## config.mk

```make
export PLATFORM = sky130hd
export DESIGN_NAME = wma_filter_tf
export DESIGN_NICKNAME = d
export VERILOG_FILES = /design/src/rtl/wma_pkg.sv /design/src/rtl/wma_tap_term.sv /design/src/rtl/wma_filter_tf.sv
export SDC_FILE = /design/constraint.sdc
export NUM_CORES = 1
export LEC_CHECK = 0
export ABC_AREA = 0
export CELL_PAD_IN_SITES_DETAIL_PLACEMENT = 0
export CELL_PAD_IN_SITES_GLOBAL_PLACEMENT = 1
export CORE_MARGIN = 3
export CORE_UTILIZATION = 35
export CTS_CLUSTER_DIAMETER = 50
export CTS_CLUSTER_SIZE = 28
export DETAILED_ROUTE_END_ITERATION = 8
export PLACE_DENSITY = 0.77
export SYNTH_ARGS = -nofsm -noshare
export SYNTH_HDL_FRONTEND = slang
export SYNTH_SLANG_ARGS = --single-unit
```

## constraint.sdc

```tcl
create_clock -name clk -period 2.5 [get_ports clk]
set_input_delay 0.75 -clock clk [delete_from_list [all_inputs] [get_ports clk]]
set_output_delay 0.75 -clock clk [all_outputs]
set_load 0.05 [all_outputs]
```

## src/rtl/wma_pkg.sv

```systemverilog
`default_nettype none
// ============================================================================
// Module      : wma_pkg
// Description : Shared limits and helpers for the power-of-two weighted
//               moving-average filter.
//               TAPS_MAX  - largest supported tap count
//               DW_MAX    - largest supported input sample width
//               wma_out_w - output width needed for a given input width
// Revision    : 1.0  initial release
// ============================================================================
package wma_pkg;

    localparam int TAPS_MAX = 8;
    localparam int DW_MAX   = 16;

    // One extra bit is enough: the sum of x * 2^-k over all k stays below 2*x,
    // so the worst case is below 2^(DW+1).
    function automatic int wma_out_w(input int dw);
        return dw + 1;
    endfunction

endpackage
`default_nettype wire

```

## src/rtl/wma_tap_term.sv

```systemverilog
`default_nettype none
// ============================================================================
// Module      : wma_tap_term
// Description : Combinational weighted term for one tap, x * 2^-SHIFT.
//               Truncates by default. With WMA_ROUND_EN defined, it adds half
//               an LSB before the shift (round half up). Tap 0 always passes
//               x through unchanged.
// Ports       : i_x    [DW-1:0] unsigned input sample
//               o_term [DW:0]   weighted term, zero-extended
// Macros      : WMA_ROUND_EN
// Revision    : 1.0  initial release
// ============================================================================
module wma_tap_term #(
    parameter int DW    = 8,
    parameter int SHIFT = 0
) (
    input  logic [DW-1:0] i_x,
    output logic [DW:0]   o_term
);

    logic [DW:0] w_ext;

    assign w_ext = {1'b0, i_x};

`ifdef WMA_ROUND_EN
    if (SHIFT == 0) begin : g_pass
        assign o_term = w_ext;
    end else begin : g_round
        // x < 2^DW and the half-LSB is < 2^(DW-1), so the sum fits in DW+1 bits.
        localparam logic [DW:0] c_half = (DW+1)'(1) << (SHIFT - 1);
        logic [DW:0] w_sum;
        assign w_sum  = w_ext + c_half;
        assign o_term = w_sum >> SHIFT;
    end
`else
    assign o_term = w_ext >> SHIFT;
`endif

endmodule
`default_nettype wire

```

## src/rtl/wma_filter_tf.sv

```systemverilog
`default_nettype none
// ============================================================================
// Module      : wma_filter_tf
// Description : Transposed-form weighted moving-average filter. Tap k has a
//               weight of 2^-k. Each stage has a single DW+1 adder. History
//               advances only on accepted samples. Flush clears the history
//               and holds y.
// Ports       : clk        sample clock, rising edge
//               rst        asynchronous reset, active low
//               in_valid   x carries a new sample
//               x          [DW-1:0] unsigned sample
//               flush      synchronous clear of history (priority over x)
//               y          [DW:0] filtered output
//               out_valid  y updated this cycle (one pulse per sample)
//               out_primed y covers TAPS real samples since reset/flush
// Macros      : WMA_ROUND_EN (rounded tap terms; truncation when undefined)
// Revision    : 1.0  initial release
// ============================================================================
module wma_filter_tf
    import wma_pkg::*;
#(
    parameter int DW   = 8,
    parameter int TAPS = 4
) (
    input  logic                    clk,
    input  logic                    rst,
    input  logic                    in_valid,
    input  logic [DW-1:0]           x,
    input  logic                    flush,
    output logic [wma_out_w(DW)-1:0] y,
    output logic                    out_valid,
    output logic                    out_primed
);

    localparam int              c_ow   = wma_out_w(DW);
    localparam int              c_cw   = $clog2(TAPS + 1);
    localparam logic [c_cw-1:0] c_taps = c_cw'(TAPS);

    logic [c_ow-1:0] w_term   [0:TAPS-1];
    logic [c_ow-1:0] w_acc_in [1:TAPS-1];
    logic [c_ow-1:0] r_acc    [1:TAPS-1];
    logic [c_cw-1:0] r_cnt;
    logic [c_cw-1:0] w_cnt_next;

    for (genvar k = 0; k < TAPS; k++) begin : g_term
        wma_tap_term #(
            .DW    (DW),
            .SHIFT (k)
        ) u_term (
            .i_x    (x),
            .o_term (w_term[k])
        );
    end

    // Every stage adds its own term to the next-older partial sum. The oldest
    // stage has no successor and loads its term directly.
    for (genvar k = 1; k < TAPS; k++) begin : g_acc
        if (k == TAPS - 1) begin : g_last
            assign w_acc_in[k] = w_term[k];
        end else begin : g_mid
            assign w_acc_in[k] = w_term[k] + r_acc[k+1];
        end
    end

    assign w_cnt_next = (r_cnt == c_taps) ? r_cnt : r_cnt + c_cw'(1);

    always_ff @(posedge clk or negedge rst) begin
        if (!rst) begin
            for (int k = 1; k < TAPS; k++) r_acc[k] <= '0;
            r_cnt      <= '0;
            y          <= '0;
            out_valid  <= 1'b0;
            out_primed <= 1'b0;
        end else if (flush) begin
            // y keeps its last value. Only the history and the status are cleared.
            for (int k = 1; k < TAPS; k++) r_acc[k] <= '0;
            r_cnt      <= '0;
            out_valid  <= 1'b0;
            out_primed <= 1'b0;
        end else if (in_valid) begin
            for (int k = 1; k < TAPS; k++) r_acc[k] <= w_acc_in[k];
            r_cnt      <= w_cnt_next;
            y          <= w_term[0] + r_acc[1];
            out_valid  <= 1'b1;
            out_primed <= (w_cnt_next == c_taps);
        end else begin
            out_valid  <= 1'b0;
        end
    end

endmodule
`default_nettype wire
```

==> metrics.txt, run 1 <==
top-area cell type share of the netlist area 0.381; Switch Pwr between 0.5 and 0.6 mW; sequence of cells on the critical path clkdlybuf4s50_1 > ha_1 > fa_1 > a211oi_2 > nor2_1 > o31a_1 > o21a_1; synth top area cells dfrtp_1 38%, ha_1 12%, nor2_1 4.4%; Max VDD drop ~0.26 mV; Hold Path Class register to register; first-pass GRT wire length ~8.6 mm; placer congestion estimate roughly 0.8; Initial Util 0.369; Warnings, synthesis 0; Hold Startpoint y[2]; pin count of the biggest net entering global routing 35; area grow syn2layout 25.4%; Int Pwr 1.06 mW; IO Pins 23; static leakage 1.29 nW; die area approximately 0.0074 mm2; Final WS setup ~0.084 ns; Clock Skew between 0.004 and 0.005 ns; Setup crit end kind register; CP arrival roughly 2.6 ns; dpl ws -0.199 ns; Post-synth EDFFs 0; core area about 0.0061 mm2; clock-pin slew on the worst setup and hold paths around 0.070 ns; Startpoint Class primary input; DPL Wire Length ~3.6 mm; RSZ-0062 raised after global routing false; Vias 1848; Mapped Cells 228; Final setup viols 0; sequential share of the synthesized area 0.381; Post-synth ARST share 1.00; Ant. Diodes 0; commonest non-fill, non-tap cells in the layout 34 x dfrtp_1, 30 x buf_4, 26 x nor2_1; clock root cell clkbuf_8; period utilisation layout 0.966; initial antenna violation count 0; average via count per standard cell 5.24; Comb power frac 0.367; Skew-Pair Late Insertion Delay between 0.2 and 0.3 ns; Synth area leader dfrtp_1; H-tree depth 2; Overflow after GRT 0; Vert. Die Dim ~86 um; outcome finished clean; Pins Over Slew Limit 0; worst r2r src r_acc[18]; syn_area_per_cell a little under 10 um2; Netlist Area Pre-Place around 0.0022 mm2; DRC 0; number of max-cap violations 0; post-route insts no fill about 350; most common cell after layout, fill and taps aside dfrtp_1; Unique masters post-synth between 40 and 50; critical path's slowest cell clkdlybuf4s50_1; drt first pass iters 4; final hold violations 0; WP data required 2.67 ns; Net Count, Synth about 270; WL/cell 13.4 um; Crit. Startpoint x[0]; slew margin rel. 0.608; Crit path max-delay family compound AO/OA/AOI/OAI gates; WL final roughly 4.7 mm; IO Port Bufs 22; vias in the first global route around 1900; PwrDens between 500 and 600 mW/mm2; Fmax around 0.41 GHz; Total Power about 1.6 mW; CP max stage delay approximately 0.42 ns; switching part of the total 0.350; cts hold-fix bufs 0; number of synthesized register bits 34; Final min period 2.42 ns; Main synth FF type dfrtp_1; final hold slack between 0.4 and 0.5 ns; initial DRC count 45; Clock Power Share 0.234; Worst-Margin Slew a little under 0.6 ns; All-Layer GR Usage 0.144; antenna viol nets, final 0; CP Max Fanout 2; layout cells sized above 1 0.151; sequential power share 0.399; Sinks on Clock Net 34; TNS Setup 0 ns; kind of critical path primary input to register; Die X 85.9 um; worst path bufs/invs 1; clock tree buffer depth 2; placed cell count about 350; nets approximately 320; cts bufs inserted 5; CTS tree built; num rows 28
==> area by class of cell <==
cell class | count | area, um2
fill | 595 | 3260
multi-input combinational | 179 | 1310
sequential | 34 | 851
timing repair buffer | 52 | 445
tap | 75 | 93.8
clock buffer | 5 | 68.8
inverter | 6 | 22.5
clock inverter | 2 | 10.0
==> repair_timing <==
action                                  4_1_cts  5_1_grt
gates resized for setup                       0        2
endpoints found under the setup margin        0        2
endpoints found under the hold margin         0        0
buffers inserted                              0        0
==> registers in the layout, summed over array words and instances, names as in the netlist <==
| register | flops |
|---|---|
| y | 9 |
| out_valid | 1 |
| r_cnt | 3 |
| out_primed | 1 |
| r_acc | 20 |
==> worst paths after layout <==
check,to,slack [ns],cells past startpoint
max in group asynchronous,r_acc[24],1.28,2
worst max register to register,y[8],0.59,6
worst max-delay path,y[8],0.08,7
min in group asynchronous,r_acc[10],0.89,2
worst min-delay path,y[2],0.48,2
worst min register to register,y[2],0.48,2
==> cell families (layout without fill, tap and decap cells) <==
logic type | Yosys count | in the layout | share of synthesized area
adder cells (fa/ha/maj) | 25 | 25 | 0.150
flip-flops | 34 | 34 | 0.381
multiplexers | 8 | 8 | 0.0358
buffers and inverters | 15 | 65 | 0.0364
AND/OR/NAND/NOR | 83 | 83 | 0.197
AO/OA/AOI/OAI | 58 | 58 | 0.180
XOR/XNOR | 5 | 5 | 0.0196
==> layer usage <==
metal  share of wire  vias up  global-route usage
li1                -      943                   -
met1            0.49      884               0.188
met2            0.47       19               0.238
met3           0.028        2              0.0307
met4          0.0061        0              0.0417
met5               0        -                   0
==> power by group through the flow <==
stage	clock network, mW	logic (mW)	registers, mW
finish	0.382	0.598	0.651
global route	0.420	0.658	0.662
CTS	0.401	0.600	0.652
detailed placement	0	0.598	0.663
global placement	0	0.592	0.660
floorplan	0	0.261	0.776
==> cell usage after synthesis (3+ instances only) <==
library cell  number
a21oi_1           10
nor3_1             3
o21a_1             3
o31ai_1            4
a21o_1             3
nand2_1           18
ha_1              22
o211ai_1           8
fa_1               3
mux2i_1            8
inv_1              5
xnor2_1            5
dfrtp_1           34
buf_2              5
nand3_1           12
o21ai_0            9
nor2_1            26
nand3b_1           3
o21bai_1           5
a211oi_1           7
nor3b_1            4
==> tightest hold or removal path, cell delays in order, from the launching register on <==
cell and delay [ns]:
dfrtp_1 0.34, nand2_1 0.04, o21ai_0 0.06
==> per-stage QoR <==
stage	instance area, um2	utilization
detailed placement	2720	0.448
finish	2800	0.462
global route	2800	0.462
global placement	2720	0.448
CTS	2790	0.461
floorplan	2230	-
Power figures use the tool's default switching activity.
==> run 2, diff against run 1 <==
- CORE_UTILIZATION: 35 -> 44
- PLACE_DENSITY: 0.77 -> 0.91
==> run 2 against run 1 <==
  * Final area is 0.49% higher
  * Utilization is 12 points higher
  * Via count is 2.4% higher
  * Routed wire length is 0.23% lower
  * Critical endpoint unchanged
==> metrics.txt, run 2 (synthesis results as in run 1) <==
worst path bufs/invs 1 (unchanged); kind of critical path primary input to register (unchanged); Comb power frac 0.359 (was 0.367); TNS Setup 0 ns (unchanged); Sinks on Clock Net 34 (unchanged); drt first pass iters 5 (was 4); num rows 25 (was 28); clock-pin slew on the worst setup and hold paths 0.07 ns (about the same); layout cells sized above 1 0.155 (was 0.151); worst r2r src r_acc[18] (unchanged); WP data required 2.67 ns (about the same); Vias 1892 (was 1848); Vert. Die Dim 77.3 um (was 85.9 um); DRC 0 (unchanged); sequence of cells on the critical path clkdlybuf4s50_1 > ha_1 > fa_2 > a211oi_2 > nor2_1 > o31a_1 > o21a_1 (was clkdlybuf4s50_1 > ha_1 > fa_1 > a211oi_2 > nor2_1 > o31a_1 > o21a_1); All-Layer GR Usage 0.174 (was 0.144); Total Power 1.68 mW (was 1.63 mW); CTS tree built (unchanged); DPL Wire Length 3.51 mm (was 3.57 mm); post-route insts no fill 345 (was 353); core area 0.00482 mm2 (was 0.00606 mm2); Switch Pwr 0.580 mW (was 0.571 mW); Final min period 2.39 ns (was 2.42 ns); Fmax 0.419 GHz (was 0.414 GHz); met2 wire length 2.43 mm (was 2.24 mm); Int Pwr 1.10 mW (was 1.06 mW); most common cell after layout, fill and taps aside dfrtp_1 (unchanged); vias in the first global route 1892 (was 1864); Pins Over Slew Limit 0 (unchanged); post-route core utilization 0.585 (was 0.462); WL/cell 13.7 um (was 13.4 um); RSZ-0062 raised after global routing false (unchanged); final hold violations 0 (unchanged); register area 851 um2 (unchanged); Die X 77.3 um (was 85.9 um); fill cell count 453 (was 595); CP max stage delay 0.41 ns (was 0.42 ns); Crit. Startpoint x[0] (unchanged); IO Pins 23 (unchanged); slew margin rel. 0.586 (was 0.608); outcome finished clean (unchanged); largest registers r_acc x20, y x9, r_cnt x3 (unchanged); die area 0.00597 mm2 (was 0.00738 mm2); Hold Startpoint y[0] (was y[2]); Startpoint Class primary input (unchanged); Max VDD drop 0.295 mV (was 0.262 mV); Initial Util 0.464 (was 0.369); top layer in use met4 (unchanged); Ant. Diodes 0 (unchanged); Setup crit end kind register (unchanged); first-pass GRT wire length 8.45 mm (was 8.60 mm); PwrDens 595 mW/mm2 (was 582 mW/mm2); Clock Skew 0.00395 ns (was 0.00456 ns); WL met3 152 um (was 131 um); CP Max Fanout 2 (unchanged); final hold slack 0.477 ns (was 0.478 ns); antenna viol nets, final 0 (unchanged); switching part of the total 0.346 (was 0.350); Crit path max-delay family compound AO/OA/AOI/OAI gates (unchanged); period utilisation layout 0.955 (was 0.966); static leakage 1.30 nW (was 1.29 nW); initial antenna violation count 0 (unchanged); Post-CTS Setup Inserts 0 (unchanged); average via count per standard cell 5.48 (was 5.24); area of the multi-input gates 0.00131 mm2 (about the same); pin count of the biggest net entering global routing 37 (was 35); CP arrival 2.56 ns (was 2.58 ns); clock tree buffer depth 2 (unchanged); number of max-cap violations 0 (unchanged); Hold Path Class register to register (unchanged); wire length on met1 2.11 mm (was 2.34 mm); sequential power share 0.388 (was 0.399); placer congestion estimate 0.744 (was 0.816); Final setup viols 0 (unchanged); Overflow after GRT 0 (unchanged); Reg with most FFs r_acc (unchanged); placed cell count 337 (was 346); Skew-Pair Late Insertion Delay 0.28 ns (about the same); commonest non-fill, non-tap cells in the layout 34 x dfrtp_1, 28 x buf_4, 26 x nor2_1 (was 34 x dfrtp_1, 30 x buf_4, 26 x nor2_1); cts bufs inserted 5 (unchanged); critical path's slowest cell clkdlybuf4s50_1 (unchanged); area grow syn2layout 26.0% (was 25.4%); nets 314 (was 315); Worst-Margin Slew 0.619 ns (was 0.585 ns); initial DRC count 57 (was 45); max reg flops 20 (unchanged); H-tree depth 2 (unchanged); Clock Power Share 0.253 (was 0.234); IO Port Bufs 22 (unchanged); clock root cell clkbuf_8 (unchanged); WL final 4.73 mm (was 4.74 mm)
## run 2: final timing paths
check	to	slack [ns]	cells past startpoint
setup / recovery	y[8]	0.11	7
hold / removal	y[0]	0.48	2
setup reg to reg	y[8]	0.61	6
hold reg to reg	y[0]	0.48	2
max in group asynchronous	r_acc[14]	1.30	2
min in group asynchronous	out_valid	0.88	2
## run 2: power by group through the flow
stage / Combinational [mW] / Sequential, mW / Clock (mW)
global placement: 0.586 / 0.657 / 0
CTS: 0.600 / 0.651 / 0.437
finish: 0.601 / 0.650 / 0.425
detailed placement: 0.598 / 0.662 / 0
global route: 0.659 / 0.661 / 0.467
floorplan: 0.261 / 0.776 / 0
## run 2: what timing repair did
item | CTS | global route
resized for setup | 0 | 3
endpoints found under the hold margin | 0 | 0
hold buffers | 0 | 0
endpoints found under the setup margin | 0 | 2
## run 2: layer usage
metal  vias up  global-route usage
met5         -                   0
met4         0              0.0480
met3         4              0.0282
met2        31               0.302
met1       918               0.223
li1        939                   -
## run 2: worst register-to-register path, delay by kind of cell (launching register included)
kind | cells | cell delay, ns
and+or+nand+nor | 1 | 0.10
DFF | 1 | 0.40
adders and majority gates | 2 | 0.58
AOI/OAI and AO/OA | 3 | 0.71
## run 2: area by class of cell
| type | instances | area share |
|---|---|---|
| flip-flops and latches | 34 | 0.302 |
| multi-input cells | 179 | 0.466 |
| inverters | 6 | 0.00800 |
| clock inverters | 2 | 0.00444 |
| clock buffers | 6 | 0.0293 |
| repair buffers | 51 | 0.160 |
| well taps | 67 | 0.0298 |
## run 2: through the flow
step | area (um2) | setup slack [ns]
after floorplan | 2230 | 0.283
after global routing | 2820 | 0.00743
after global placement | 2710 | -0.162
final | 2820 | 0.113
after CTS | 2810 | 0.0808
after detailed placement | 2710 | -0.211
